**src/rtl/pulse_measure_if.sv**
```systemverilog
// Pulse measurement bus: the stimulus and control side (master) and the measurement
// results (slave = pulse_measure).
//   pulse_in       pulse train under test
//   start          1-cycle strobe: clear results, arm measurement
//   target_count   pulses to complete before done (0 = no target)
//   timeout_cycles stall limit in cycles while armed (0 = never)
//   busy/done/timeout, pulse_count, last_width, last_gap, high_total  results
interface pulse_measure_if #(
    parameter int unsigned CNT_W = 32,
    parameter int unsigned REP_W = 16
);
    logic             pulse_in;
    logic             start;
    logic [REP_W-1:0] target_count;
    logic [CNT_W-1:0] timeout_cycles;
    logic             busy;
    logic             done;
    logic             timeout;
    logic [REP_W-1:0] pulse_count;
    logic [CNT_W-1:0] last_width;
    logic [CNT_W-1:0] last_gap;
    logic [CNT_W-1:0] high_total;

    modport master (
        output pulse_in, start, target_count, timeout_cycles,
        input  busy, done, timeout, pulse_count, last_width, last_gap, high_total
    );

    modport slave (
        input  pulse_in, start, target_count, timeout_cycles,
        output busy, done, timeout, pulse_count, last_width, last_gap, high_total
    );
endinterface

```
**src/rtl/pulse_measure.sv**
```systemverilog
// Pulse train monitor: counts completed pulses, records the last high width, the last
// low gap and the accumulated high time; flags done after a programmed pulse count or
// timeout when no edge arrives for timeout_cycles while armed.
// Ports:
//   clk, reset_n  clock, asynchronous active-low reset
//   bus (slave)   pulse_in/start/target_count/timeout_cycles in; results out
// Configuration:
//   PULSE_MEASURE_SYNC_EN  2-flop synchroniser on pulse_in (adds 2 cycles of latency)
module pulse_measure #(
    parameter int unsigned CNT_W = 32,
    parameter int unsigned REP_W = 16
) (
    input  logic          clk,
    input  logic          reset_n,
    pulse_measure_if.slave bus
);
    localparam logic [2:0] IDLE      = 3'd0;
    localparam logic [2:0] WAIT_LOW  = 3'd1;
    localparam logic [2:0] WAIT_RISE = 3'd2;
    localparam logic [2:0] HIGH      = 3'd3;
    localparam logic [2:0] LOW       = 3'd4;

    logic s;

`ifdef PULSE_MEASURE_SYNC_EN
    // Two-stage synchroniser for pulse sources outside this clock domain
    logic [1:0] sync_q;
    always_ff @(posedge clk or negedge reset_n) begin
        if (!reset_n) sync_q <= 2'b00;
        else          sync_q <= {sync_q[0], bus.pulse_in};
    end
    assign s = sync_q[1];
`else
    assign s = bus.pulse_in;
`endif

    logic [2:0]       state, state_nxt;
    logic             prev, prev_nxt;
    logic             busy_q, busy_nxt, done_q, done_nxt, tmo_q, tmo_nxt;
    logic [REP_W-1:0] count_q, count_nxt, target_q, target_nxt;
    logic [CNT_W-1:0] width_q, width_nxt, gap_q, gap_nxt, total_q, total_nxt;
    logic [CNT_W-1:0] width_cnt, width_cnt_nxt, gap_cnt, gap_cnt_nxt;
    logic [CNT_W-1:0] idle_cnt, idle_cnt_nxt, tmo_lim, tmo_lim_nxt;

    function automatic logic [CNT_W-1:0] sat_inc(input logic [CNT_W-1:0] v);
        return (v == '1) ? v : v + CNT_W'(1);
    endfunction

    logic             rise, fall;
    logic [REP_W-1:0] count_inc;
    logic [CNT_W-1:0] idle_inc;
    logic [CNT_W:0]   total_sum;

    assign rise      = s & ~prev;
    assign fall      = ~s & prev;
    assign count_inc = (count_q == '1) ? count_q : count_q + REP_W'(1);
    assign idle_inc  = sat_inc(idle_cnt);
    assign total_sum = {1'b0, total_q} + {1'b0, width_cnt};

    // Next-state and result update
    always_comb begin
        state_nxt     = state;
        prev_nxt      = s;
        busy_nxt      = busy_q;
        done_nxt      = done_q;
        tmo_nxt       = tmo_q;
        count_nxt     = count_q;
        target_nxt    = target_q;
        width_nxt     = width_q;
        gap_nxt       = gap_q;
        total_nxt     = total_q;
        width_cnt_nxt = width_cnt;
        gap_cnt_nxt   = gap_cnt;
        idle_cnt_nxt  = idle_cnt;
        tmo_lim_nxt   = tmo_lim;

        if (bus.start) begin
            // Start overrides any coincident edge; that edge only seeds prev
            busy_nxt      = 1'b1;
            done_nxt      = 1'b0;
            tmo_nxt       = 1'b0;
            count_nxt     = '0;
            width_nxt     = '0;
            gap_nxt       = '0;
            total_nxt     = '0;
            width_cnt_nxt = '0;
            gap_cnt_nxt   = '0;
            idle_cnt_nxt  = '0;
            target_nxt    = bus.target_count;
            tmo_lim_nxt   = bus.timeout_cycles;
            state_nxt     = s ? WAIT_LOW : WAIT_RISE;
        end else begin
            if (busy_q) idle_cnt_nxt = (rise | fall) ? '0 : idle_inc;

            case (state)
                WAIT_LOW:  if (fall) state_nxt = WAIT_RISE;
                WAIT_RISE: begin
                    if (rise) begin
                        width_cnt_nxt = CNT_W'(1);
                        state_nxt     = HIGH;
                    end
                end
                HIGH: begin
                    if (fall) begin
                        width_nxt   = width_cnt;
                        total_nxt   = total_sum[CNT_W] ? '1 : total_sum[CNT_W-1:0];
                        count_nxt   = count_inc;
                        gap_cnt_nxt = CNT_W'(1);
                        state_nxt   = LOW;
                        if (target_q != '0 && count_inc == target_q) begin
                            done_nxt  = 1'b1;
                            busy_nxt  = 1'b0;
                            state_nxt = IDLE;
                        end
                    end else begin
                        width_cnt_nxt = sat_inc(width_cnt);
                    end
                end
                LOW: begin
                    if (rise) begin
                        gap_nxt       = gap_cnt;
                        width_cnt_nxt = CNT_W'(1);
                        state_nxt     = HIGH;
                    end else begin
                        gap_cnt_nxt = sat_inc(gap_cnt);
                    end
                end
                default: state_nxt = IDLE;
            endcase

            // Stall: no edge for tmo_lim consecutive armed cycles
            if (busy_q && !(rise | fall) && tmo_lim != '0 && idle_inc == tmo_lim) begin
                tmo_nxt   = 1'b1;
                busy_nxt  = 1'b0;
                state_nxt = IDLE;
            end
        end
    end

    // State and result registers
    always_ff @(posedge clk or negedge reset_n) begin
        if (!reset_n) begin
            state     <= IDLE;
            prev      <= 1'b0;
            busy_q    <= 1'b0;
            done_q    <= 1'b0;
            tmo_q     <= 1'b0;
            count_q   <= '0;
            target_q  <= '0;
            width_q   <= '0;
            gap_q     <= '0;
            total_q   <= '0;
            width_cnt <= '0;
            gap_cnt   <= '0;
            idle_cnt  <= '0;
            tmo_lim   <= '0;
        end else begin
            state     <= state_nxt;
            prev      <= prev_nxt;
            busy_q    <= busy_nxt;
            done_q    <= done_nxt;
            tmo_q     <= tmo_nxt;
            count_q   <= count_nxt;
            target_q  <= target_nxt;
            width_q   <= width_nxt;
            gap_q     <= gap_nxt;
            total_q   <= total_nxt;
            width_cnt <= width_cnt_nxt;
            gap_cnt   <= gap_cnt_nxt;
            idle_cnt  <= idle_cnt_nxt;
            tmo_lim   <= tmo_lim_nxt;
        end
    end

    assign bus.busy        = busy_q;
    assign bus.done        = done_q;
    assign bus.timeout     = tmo_q;
    assign bus.pulse_count = count_q;
    assign bus.last_width  = width_q;
    assign bus.last_gap    = gap_q;
    assign bus.high_total  = total_q;
endmodule

```
**src/flat_wrapper.sv**
```systemverilog
// flat-port wrapper written by rule: the top's interface ports become plain ports
module pulse_measure_flat 
#(
    parameter int unsigned CNT_W = 32,
    parameter int unsigned REP_W = 16
)
  (clk, reset_n, bus_pulse_in, bus_start, bus_target_count, bus_timeout_cycles, bus_busy, bus_done, bus_timeout, bus_pulse_count, bus_last_width, bus_last_gap, bus_high_total);
  pulse_measure_if #(.CNT_W(CNT_W), .REP_W(REP_W)) bus_i ();
  input  logic clk;
  input  logic reset_n;
  input wire logic [$bits(bus_i.pulse_in)-1:0] bus_pulse_in;
  input wire logic [$bits(bus_i.start)-1:0] bus_start;
  input wire logic [$bits(bus_i.target_count)-1:0] bus_target_count;
  input wire logic [$bits(bus_i.timeout_cycles)-1:0] bus_timeout_cycles;
  output wire logic [$bits(bus_i.busy)-1:0] bus_busy;
  output wire logic [$bits(bus_i.done)-1:0] bus_done;
  output wire logic [$bits(bus_i.timeout)-1:0] bus_timeout;
  output wire logic [$bits(bus_i.pulse_count)-1:0] bus_pulse_count;
  output wire logic [$bits(bus_i.last_width)-1:0] bus_last_width;
  output wire logic [$bits(bus_i.last_gap)-1:0] bus_last_gap;
  output wire logic [$bits(bus_i.high_total)-1:0] bus_high_total;
  assign bus_i.pulse_in = bus_pulse_in;
  assign bus_i.start = bus_start;
  assign bus_i.target_count = bus_target_count;
  assign bus_i.timeout_cycles = bus_timeout_cycles;
  assign bus_busy = bus_i.busy;
  assign bus_done = bus_i.done;
  assign bus_timeout = bus_i.timeout;
  assign bus_pulse_count = bus_i.pulse_count;
  assign bus_last_width = bus_i.last_width;
  assign bus_last_gap = bus_i.last_gap;
  assign bus_high_total = bus_i.high_total;
  pulse_measure #(.CNT_W(CNT_W), .REP_W(REP_W)) u_core (.clk(clk), .reset_n(reset_n), .bus(bus_i));
endmodule
```
**config.mk**
```make
export PLATFORM = sky130hd
export DESIGN_NAME = pulse_measure_flat
export DESIGN_NICKNAME = d
export VERILOG_FILES = /design/src/rtl/pulse_measure_if.sv /design/src/rtl/pulse_measure.sv /design/src/flat_wrapper.sv
export SDC_FILE = /design/constraint.sdc
export NUM_CORES = 1
export LEC_CHECK = 0
export ABC_AREA = 1
export ABC_CLOCK_PERIOD_IN_PS = 5100
export CAP_MARGIN = 30
export CORE_MARGIN = 2
export CORE_UTILIZATION = 50
export CTS_BUF_LIST = sky130_fd_sc_hd__clkbuf_4
export DETAILED_ROUTE_END_ITERATION = 10
export PLACE_DENSITY = 0.72
export REMOVE_ABC_BUFFERS = 1
export SYNTH_ARGS = -nofsm -noshare
export SYNTH_HDL_FRONTEND = slang
export SYNTH_SLANG_ARGS = --single-unit
export TNS_END_PERCENT = 100
```
**constraint.sdc**
```tcl
create_clock -name clk -period 5.1 [get_ports clk]
set_input_delay 0.765 -clock clk [delete_from_list [all_inputs] [get_ports clk]]
set_output_delay 0.765 -clock clk [all_outputs]
set_load 0.005 [all_outputs]
```
-- Yosys cells after proc, flatten, opt, wreduce, memory -nomap -nowiden
Cells that the tools add are included.
- bits in registers: 263
- bits in latches: 0
- RAM bits: 0
- ROM bits: 0
- bits of input ports: 52
- output and inout bits: 115
- logic and storage cells: 117
- memories kept: 0
- $add $sub $neg: 5
- multipliers: 0
- divide/modulo/power cells: 0
- order comparisons: 0
- equality and inequality tests: 19
- shifts and indexed selects: 0
- mux-type cells: 47
- bitwise operators: 5
- reductions and logical operators: 27
- operators with widths (cell ; count):
    two-way mux 32 bit ; 22
    case mux 32 bit (2 select lines) ; 2
    adder 32 x 1 -> 32 bit (second input constant) ; 3
    == test 32 bit (second input constant) ; 3
    two-way mux 16 bit ; 4
    adder 32 x 32 -> 33 bit ; 1
    == test 32 bit ; 1
    nonzero test 32 bit ; 1
    two-way mux 3 bit ; 6
    adder 16 x 1 -> 16 bit (second input constant) ; 1
    == test 16 bit ; 1
    == test 16 bit (second input constant) ; 1
    nonzero test 16 bit ; 1
    nonzero test 3 bit ; 5
    nonzero test 2 bit ; 7
    != test 3 bit (second input constant) ; 4
    two-way mux 1 bit ; 11
    case mux 3 bit (3 select lines) ; 1
    AND reduction 3 bit ; 3
    != test 4 x 2 -> 1 bit (second input constant) ; 2
    AND reduction 4 bit ; 2
    == test 3 x 2 -> 1 bit (second input constant) ; 2
    logical AND 1 bit ; 4
    != test 4 x 1 -> 1 bit (second input constant) ; 1
    other kinds (11) ; 14

-- Logic depth before layout (Yosys ltp)
Gate-level depths: netlist of the first run.
- word-level depth: 9
- mapped depth: 21
- mapped depth without buffers: 20

-- Worst setup path before layout of the first run
Ideal clock, no wire load.
- path kind: reg2reg
- from: register u_core.width_cnt[0]
- to: register u_core.total_q[16], in the netlist u_core.bus.high_total[16]
- setup time: 0.066 ns
- arrival time: 2.373 ns
- data required time: 5.034 ns
- slack: 2.661 ns
- stages on the path, launching flop included: 13
- buffers on the path: 1
- period minus slack after synthesis: 2.439 ns
- cells stage by stage: dfrtp_1 > ha_1 > inv_1 > fa_1 > o21ai_1 > a21oi_1 > o21bai_1 > a21o_1 > nand3_1 > nand2_1 > clkbuf_1 > o21ai_0 > nand2_1
- word-level cells in the longest chain between the ends: 5
- RTL lines (what ; RTL line ; source):
    start, declared ; pulse_measure.sv:42 ; logic [CNT_W-1:0] width_cnt, width_cnt_nxt, gap_cnt, gap_cnt_nxt;
    start signal, assigned ; pulse_measure.sv:168 ; width_cnt <= width_cnt_nxt;
    adder 32 x 32 -> 33 bit ; pulse_measure.sv:58 ; assign total_sum = {1'b0, total_q} + {1'b0, width_cnt};
    two-way mux 32 bit ; pulse_measure.sv:106 ; total_nxt = total_sum[CNT_W] ? '1 : total_sum[CNT_W-1:0];
    two-way mux 32 bit ; pulse_measure.sv:104 ; if (fall) begin
    two-way mux 32 bit ; pulse_measure.sv:95 ; case (state)
    two-way mux 32 bit ; pulse_measure.sv:77 ; if (bus.start) begin
    end signal, assigned ; pulse_measure.sv:167 ; total_q <= total_nxt;
    end, declared ; pulse_measure.sv:41 ; logic [CNT_W-1:0] width_q, width_nxt, gap_q, gap_nxt, total_q, total_nxt;
Every way passes these cells. The select of a mux whose other input is x is not followed.
A chain may end at the register's enable or synchronous reset.

-- Worst setup path in the final report of the first run
- from: register u_core.idle_cnt[0]
- to: register u_core.state[0]
- word-level cells in the longest chain between the ends: 6
- elaborated cells between the ends (all ways): 11
- those cells by class: 1 x add/sub; 5 x eq/ne; 3 x mux; 2 x reduce/logical
- RTL lines (what ; RTL line ; source):
    start, declared ; pulse_measure.sv:43 ; logic [CNT_W-1:0] idle_cnt, idle_cnt_nxt, tmo_lim, tmo_lim_nxt;
    start signal, assigned ; pulse_measure.sv:170 ; idle_cnt <= idle_cnt_nxt;
    adder 32 x 1 -> 32 bit / == test 32 bit (equally long branches) ; pulse_measure.sv:46 ; return (v == '1) ? v : v + CNT_W'(1);
    two-way mux 32 bit (*) ; pulse_measure.sv:46 ;
    == test 32 bit (*) ; pulse_measure.sv:132 ; if (busy_q && !(rise | fall) && tmo_lim != '0 && idle_inc == tmo_lim) begin
    logical AND 1 bit (*) ; pulse_measure.sv:132 ;
    != test 4 x 2 -> 1 bit (no line) (tied with other cells) ; - ;
    AND reduction 3 bit (no line) / two-way mux 3 bit (equally long branches) ; - ;
    end signal, assigned ; pulse_measure.sv:158 ; state <= state_nxt;
    end, declared ; pulse_measure.sv:37 ; logic [2:0] state, state_nxt;
Every way passes the cells marked *; elsewhere a longest branch is shown, timed or not.

==> summary.md, run 1 <==
| Metric | Value |
|---|---|
| CTS buffer count | 74 |
| Final std cells w/o fill | 2,775 |
| Std-Cell Rows | 64 |
| Layout fillers | 2,789 |
| DRC viols | 0 |
| Met2 Wirelength | approximately 23,000 um |
| Distinct cells, synth | 49 |
| CP Class | reg -> reg |
| Cts repair resizes | 0 |
| Die height | 181 um |
| Largest delay share family, worst path | simple AND/OR/NAND/NOR gates |
| Worst-skew pair later-pin latency | around 0.7 ns |
| Via density | 5.60 |
| Postcts setup bufs | 0 |
| Worst path bufs/invs | 2 |
| CTS H-Tree Depth | 3 |
| Most used cell, CP | nand2_1 |
| Final setup fails | 0 |
| Critical R2R Launch | u_core.idle_cnt[0]$_DFFE_PN0P_ |
| Worst Clk Skew | between 0.06 and 0.07 ns |
| Clk Tree Root Cell | clkbuf_4 |
| Final #Nets | around 2,400 |
| Area after DPL | around 18,000 um2 |
| Power per cell area | 275 nW/um2 |
| TritonCTS Sinks | approximately 260 |
| Max VDD drop | 0.216 mV |
| Crit-path max FO | approximately 50 |
| WL per Instance | 17.3 um |
| Die width | roughly 180 um |
| CTS tree | built |
| Final WL | 48,100 um |
| Post-synth top flop | dfrtp_1 |
| Die area | roughly 33,000 um2 |
| Vias in the first global route | 15,500 |
| Global Route Usage Sum | 0.295 |
| Metal3 WL | 2880 um |
| Syn Inst Count | roughly 2,100 |
| Fraction of registers with async set/reset | 1.00 |
| Maxcap violations | 0 |
| CP arrival | approximately 4 ns |
| Hold WC Path Type | in -> async |
| Top-area cell type share of the netlist area | 0.421 |
| Tmin final | 3.43 ns |
| Post-Syn Area | 15,600 um2 |
| CP required | between 5 and 6 ns |
| Post-DP HPWL | about 35,000 um |
| R2R depth | 18 |
| Pwr Total | 5.14 mW |
| Pin count of the biggest net entering global routing | 118 |
| Via count | 15,600 |
| Post-synth EDFFs | 0 |
| CP endpoint kind | flip-flop |
| CP max-delay cell | dfrtp_1 |
| Reg2Reg Setup Slack | 1.67 ns |
| Hold Vio Cnt, Final | 0 |
| Post-route clock period utilization | 0.672 |
| Reg clk slew, reported paths | 0.07 ns |
| Clock Path Buffers | 3 |
| Top post-synthesis cells by area | dfrtp_1, nand2_1, o21ai_0 |
| Initial antenna violation count | 1 |
| RePlAce Congestion | a little over 0.9 |
| Post-synthesis area per instance | 7.33 um2 |
| Dpl cells | 2,644 |
| Fmax achieved | 292 MHz |
| Yosys warnings | 0 |
| DRT met1 WL | 20,300 um |
| Pre-Repair DR Iteration Count | 6 |
| RSZ-0062 raised after global routing | false |
| Worst-margin pin slew | roughly 0.96 ns |
| # port buffers | 166 |
| Crit path largest cell delay | 0.50 ns |
| Final instance area | 18,700 um2 |
| Dominant cell type by area after synthesis | dfrtp_1 |
| Status | finished, final reports clean |
| First-pass GRT wire length | 78,400 um |
| Lkg Pwr | about 8.5 nW |
| Synth cell count leaders | nand2_1, dfrtp_1, inv_1 |
| Setup Total Neg Slack | 0 ns |
| Crit-path cells | ha_1 -> inv_2 -> nor2_4 -> nand2_4 -> nor2_8 -> nand2_4 -> nand3_1 -> nand2_1 -> nor2_1 -> nand3_1 -> nor2_1 -> nand2_1 -> nor2_2 -> nand2_2 -> nand2_1 -> nand2_1 -> nand2_1 -> inv_1 |
| Layout cell share with drive strength beyond 1 | 0.0744 |
| Initial Util | 0.509 |
| Sequential share of the synthesized area | 0.421 |
| Most numerous cell in the Yosys netlist | nand2_1 |
| Fin. max-slew vios | 0 |
| Type of origin of the critical path | flip-flop |
| Hold_buf cts | 0 |
| FF-to-FF End | u_core.state[0]$_DFFE_PN0P_ |
| Area growth syn-to-layout | 19.6% |
| DR top layer | met4 |
| GR Overflow Total | 0 |
| Slew headroom | 0.358 |
| Drt initial violations | ~1,200 |
| Core area | 30,700 um2 |
| Post-route ant nets | 0 |
| Yosys reg bits | 263 |
| # IOs | 167 |
==> worst register-to-register path, stage by stage (launching register included) <==
cell	delay [ns]
dfrtp_1	0.50
ha_1	0.41
inv_2	0.10
nor2_4	0.19
nand2_4	0.12
nor2_8	0.20
nand2_4	0.33
nand3_1	0.30
nand2_1	0.07
nor2_1	0.22
nand3_1	0.11
nor2_1	0.23
nand2_1	0.12
nor2_2	0.10
nand2_2	0.10
nand2_1	0.07
nand2_1	0.04
nand2_1	0.06
inv_1	0.04
==> metrics by stage <==
stage | hold slack, ns | worst slack, ns | util
after detailed placement | 0.476 | 1.40 | 0.574
after global placement | 0.471 | 1.50 | 0.574
after global routing | 0.182 | 1.46 | 0.609
after floorplan | 0.464 | 0.811 | -
after CTS | 0.146 | 1.72 | 0.609
final | 0.154 | 1.67 | 0.609
==> registers in the layout, summed over array words and instances (netlist names) <==
register,count
u_core.bus.busy,1
u_core.state,3
u_core.bus.done,1
u_core.width_cnt,32
u_core.idle_cnt,32
u_core.bus.last_gap,32
u_core.target_q,16
u_core.bus.timeout,1
u_core.bus.high_total,32
u_core.tmo_lim,32
u_core.gap_cnt,32
u_core.bus.pulse_count,16
u_core.prev,1
u_core.bus.last_width,32
==> layout by cell type (no fill, tap or decap), types with 4 or more instances in the layout <==
master and count:
o21a_1 8, a21o_1 6, o41ai_1 5, clkbuf_4 100, nand2_1 571, nor4_1 17
inv_2 5, xor2_1 59, inv_1 260, nor2_2 11, ha_1 38, nor3_1 47
a31oi_1 5, nand4_1 47, a22oi_1 5, o21ai_0 202, nand3_1 150, dfrtp_1 263
o21ai_1 4, o211ai_1 4, buf_4 11, clkinv_2 6, xnor2_1 8, or2_2 5
clkinv_1 17, clkdlybuf4s50_1 164, a22o_1 7, nor2_1 166, a21oi_1 79, nand3b_1 4
bufinv_16 7, nand2_2 14, o22ai_1 47
==> per-layer routing <==
| layer | vias up | GRT usage |
|---|---|---|
| met5 | - | 0 |
| met4 | 0 | 0.124 |
| met3 | 141 | 0.0494 |
| met2 | 598 | 0.500 |
| met1 | 7322 | 0.372 |
| li1 | 7489 | - |
==> worst max path at each step <==
stage | from | to | slack, ns | depth (start not counted)
CTS | u_core.idle_cnt[0]$_DFFE_PN0P_ | u_core.state[0]$_DFFE_PN0P_ | 1.72 | 18
floorplan | bus_pulse_in | u_core.width_cnt[22]$_DFFE_PN0P_ | 0.81 | 9
global placement | bus_pulse_in | u_core.width_cnt[28]$_DFFE_PN0P_ | 1.50 | 10
detailed placement | bus_start | u_core.gap_cnt[30]$_DFFE_PN0P_ | 1.40 | 13
finish | u_core.idle_cnt[0]$_DFFE_PN0P_ | u_core.state[0]$_DFFE_PN0P_ | 1.67 | 18
global route | u_core.idle_cnt[0]$_DFFE_PN0P_ | u_core.state[0]$_DFFE_PN0P_ | 1.46 | 20
==> area by class of cell <==
cell class,count,area [um2],share of cell area
antenna,1,2.50,0.000134
clock buffer,100,751,0.0402
clock inverter,30,313,0.0167
inverter,267,1000,0.0537
multi-input combinational,1541,7770,0.416
sequential,263,6580,0.352
tap,396,495,0.0265
timing repair buffer,177,1760,0.0942
==> power by group <==
group / switching (mW) / internal, mW / total (mW)
Sequential: 0.0574 / 2.15 / 2.20
Combinational: 0.497 / 0.198 / 0.695
Clock: 0.966 / 1.27 / 2.24
==> cells by family after synthesis <==
logic type                 Yosys count  synth area share
and+or+nand+nor                   1049             0.291
DFF                                263             0.421
adders and majority gates           39            0.0317
AOI/OAI and AO/OA                  386             0.137
buffers and inverters              327            0.0811
xor gates and xnor gates            67            0.0376
(Power assumes the default switching activity.)
==> run 2: changes to the inputs <==
--- a/config.mk
+++ b/config.mk
@@ -6,13 +6,13 @@
 export NUM_CORES = 1
 export LEC_CHECK = 0
 export ABC_AREA = 1
-export ABC_CLOCK_PERIOD_IN_PS = 5100
+export ABC_CLOCK_PERIOD_IN_PS = 3000
 export CAP_MARGIN = 30
 export CORE_MARGIN = 2
 export CORE_UTILIZATION = 50
 export CTS_BUF_LIST = sky130_fd_sc_hd__clkbuf_4
 export DETAILED_ROUTE_END_ITERATION = 10
-export PLACE_DENSITY = 0.72
+export PLACE_DENSITY = 0.75
 export REMOVE_ABC_BUFFERS = 1
 export SYNTH_ARGS = -nofsm -noshare
 export SYNTH_HDL_FRONTEND = slang
==> constraint.sdc (replaced) <==
create_clock -name clk -period 3 [get_ports clk]
set_input_delay 0.45 -clock clk [delete_from_list [all_inputs] [get_ports clk]]
set_output_delay 0.45 -clock clk [all_outputs]
set_load 0.005 [all_outputs]
==> summary.md, run 2 (synthesized netlist as in run 1, its figures left out) <==
| Metric | Value |
|---|---|
| Status | finished, final reports clean |
| RSZ-0062 raised after global routing | false |
| Die area | 32,700 um2 (unchanged) |
| Hold WC Path Type | in -> reg |
| Area after DPL | 17,900 um2 (+1.8%) |
| CTS H-Tree Depth | 3 (unchanged) |
| Lkg Pwr | 8.63 nW (+1.6%) |
| CTS buffer count | 74 (unchanged) |
| Initial antenna violation count | 3 (+2) |
| RePlAce Congestion | 0.981 (+5.5%) |
| GR Overflow Total | 0 (unchanged) |
| Worst-skew pair later-pin latency | 0.73 ns (about the same) |
| Die height | 181 um (unchanged) |
| Clock Path Buffers | 3 (unchanged) |
| # port buffers | 166 (unchanged) |
| Reg2Reg Setup Slack | 0.24 ns (-1.44 ns) |
| CP required | 3.60 ns (-2.09 ns) |
| Fin Hold WS | 0.0779 ns (-0.0757 ns) |
| Post-route ant nets | 0 (unchanged) |
| CP arrival | 3.36 ns (-0.66 ns) |
| Via density | 5.58 (-0.45%) |
| Vias in the first global route | 16,000 (+2.8%) |
| Crit-path max FO | 20 (-59%) |
| Layout cell share with drive strength beyond 1 | 0.0923 (+0.0178) |
| Die width | 181 um (unchanged) |
| Final #Nets | 2,457 (+1.7%) |
| WL per Instance | 17.2 um (-0.66%) |
| Drt initial violations | 1,301 (+7.1%) |
| Max VDD drop | 0.357 mV (+65%) |
| Layout fillers | 2,815 (+0.93%) |
| Hold Vio Cnt, Final | 0 (unchanged) |
| Most frequent cells in the layout | nand2_1, dfrtp_1, inv_1 |
| Initial Util | 0.509 (unchanged) |
| TritonCTS Sinks | 263 (unchanged) |
| Final instance area | 18,900 um2 (+1.2%) |
| Pin count of the biggest net entering global routing | 72 (-39%) |
| Std-Cell Rows | 64 (unchanged) |
| Tmin final | 2.76 ns (-0.664 ns) |
| Fmax achieved | 362 MHz (+24%) |
| Pre-Repair DR Iteration Count | 8 (+2) |
| Worst Clk Skew | 0.0416 ns (-0.0275 ns) |
| Area growth syn-to-layout | 21.0% |
| Post-DP HPWL | 35,700 um (+2.3%) |
| Slew headroom | 0.485 (+0.127) |
| Worst-margin pin slew | 0.772 ns (-0.191 ns) |
| CP endpoint kind | flip-flop |
| Setup Total Neg Slack | 0 ns (unchanged) |
| Final WL | 48,500 um (+0.81%) |
| CTS tree | built |
| Type of origin of the critical path | flip-flop |
| # IOs | 167 (unchanged) |
| Core area | 30,700 um2 (unchanged) |
| Clk Tree Root Cell | clkbuf_4 |
| First-pass GRT wire length | 80,000 um (+2.0%) |
| Final setup fails | 0 (unchanged) |
| Via count | 15,700 (+1.0%) |
| CP Class | reg -> reg |
| Global Route Usage Sum | 0.301 (+0.00685) |
| Fin. max-slew vios | 0 (unchanged) |
| Commonest non-fill, non-tap cell in the layout | nand2_1 |
| DRC viols | 0 (unchanged) |
| Reg clk slew, reported paths | 0.07 ns (about the same) |
| Post-route clock period utilization | 0.921 (+0.249) |
| Power per cell area | 435 nW/um2 (+58%) |
| Maxcap violations | 0 (unchanged) |
## run 2: cell count changes in the layout (fill, tap and decap cells not counted), moves of 3 or more
cell and delta:
buf_12 +3, buf_4 +37, bufinv_16 -7, clkbuf_4 +6, nand3_1 -3, nand3_2 +3
nor2_1 -4, nor2_2 +3
## run 2: final cells by class
cell class                      count  area, um2  share of cell area
Antenna cell                        3       7.51            0.000397
Multi-Input combinational cell   1541       7820               0.414
Tap cell                          396        495              0.0262
Inverter                          267       1000              0.0530
Sequential cell                   263       6580               0.348
Timing Repair Buffer              219       2120               0.112
Clock inverter                     21       83.8             0.00443
Clock buffer                      106        796              0.0421
## run 2: what timing repair did
item / 4_1_cts / 5_1_grt
endpoints found under the hold margin: 60 / 0
hold buffers: 1 / 0
setup buffers: 0 / 4
setup endpoints to repair: 0 / 34
resized for setup: 0 / 13
## run 2: power by group
group	internal, mW	switching (mW)
Combinational	0.400	0.871
Clock	1.62	1.59
Sequential	3.65	0.0907
## run 2: metal layers
layer	track usage	part of all wire	vias to the layer above
met5	0	0	-
met4	0.146	0.039	0
met3	0.0526	0.066	129
met2	0.495	0.47	645
met1	0.386	0.42	7375
li1	-	-	7560
## run 2: stage by stage
step / instances / power, mW / worst slack, ns / utilization
3_3_place_gp: 2681 / 5.04 / 0.176 / 0.585
3_5_place_dp: 2681 / 5.06 / 0.0988 / 0.585
4_1_cts: 2809 / 8.29 / 0.0928 / 0.614
2_1_floorplan: 2071 / 4.46 / -0.974 / -
5_1_grt: 2816 / 8.63 / 0.00487 / 0.616
6_report: 2816 / 8.22 / 0.237 / 0.616
## run 2: worst max-delay path, cell delays in order, from the launching register on
cell and delay, ns:
dfrtp_1 0.42, ha_2 0.24, inv_2 0.07, nor2_4 0.17
nand2_4 0.12, nor2_8 0.15, nand2_8 0.13, buf_6 0.20
nand3_1 0.13, nand4_1 0.21, nor2_1 0.26, nand3_1 0.14
nor2_2 0.14, nor2_1 0.07, nor2_1 0.11, nor2_1 0.06
## run 2: path summary, 6_finish.rpt
check / startpoint / endpoint / cells after the start
min reg2reg: u_core.bus.last_width[18]$_DFFE_PN0P_ / u_core.bus.last_width[18]$_DFFE_PN0P_ / 2
max: u_core.idle_cnt[1]$_DFFE_PN0P_ / u_core.state[1]$_DFFE_PN0P_ / 15
max in group asynchronous: reset_n / u_core.bus.last_gap[18]$_DFFE_PN0P_ / 3
min: bus_start / u_core.gap_cnt[23]$_DFFE_PN0P_ / 2
min in group asynchronous: reset_n / u_core.bus.last_width[2]$_DFFE_PN0P_ / 2
max reg2reg: u_core.idle_cnt[1]$_DFFE_PN0P_ / u_core.state[1]$_DFFE_PN0P_ / 15
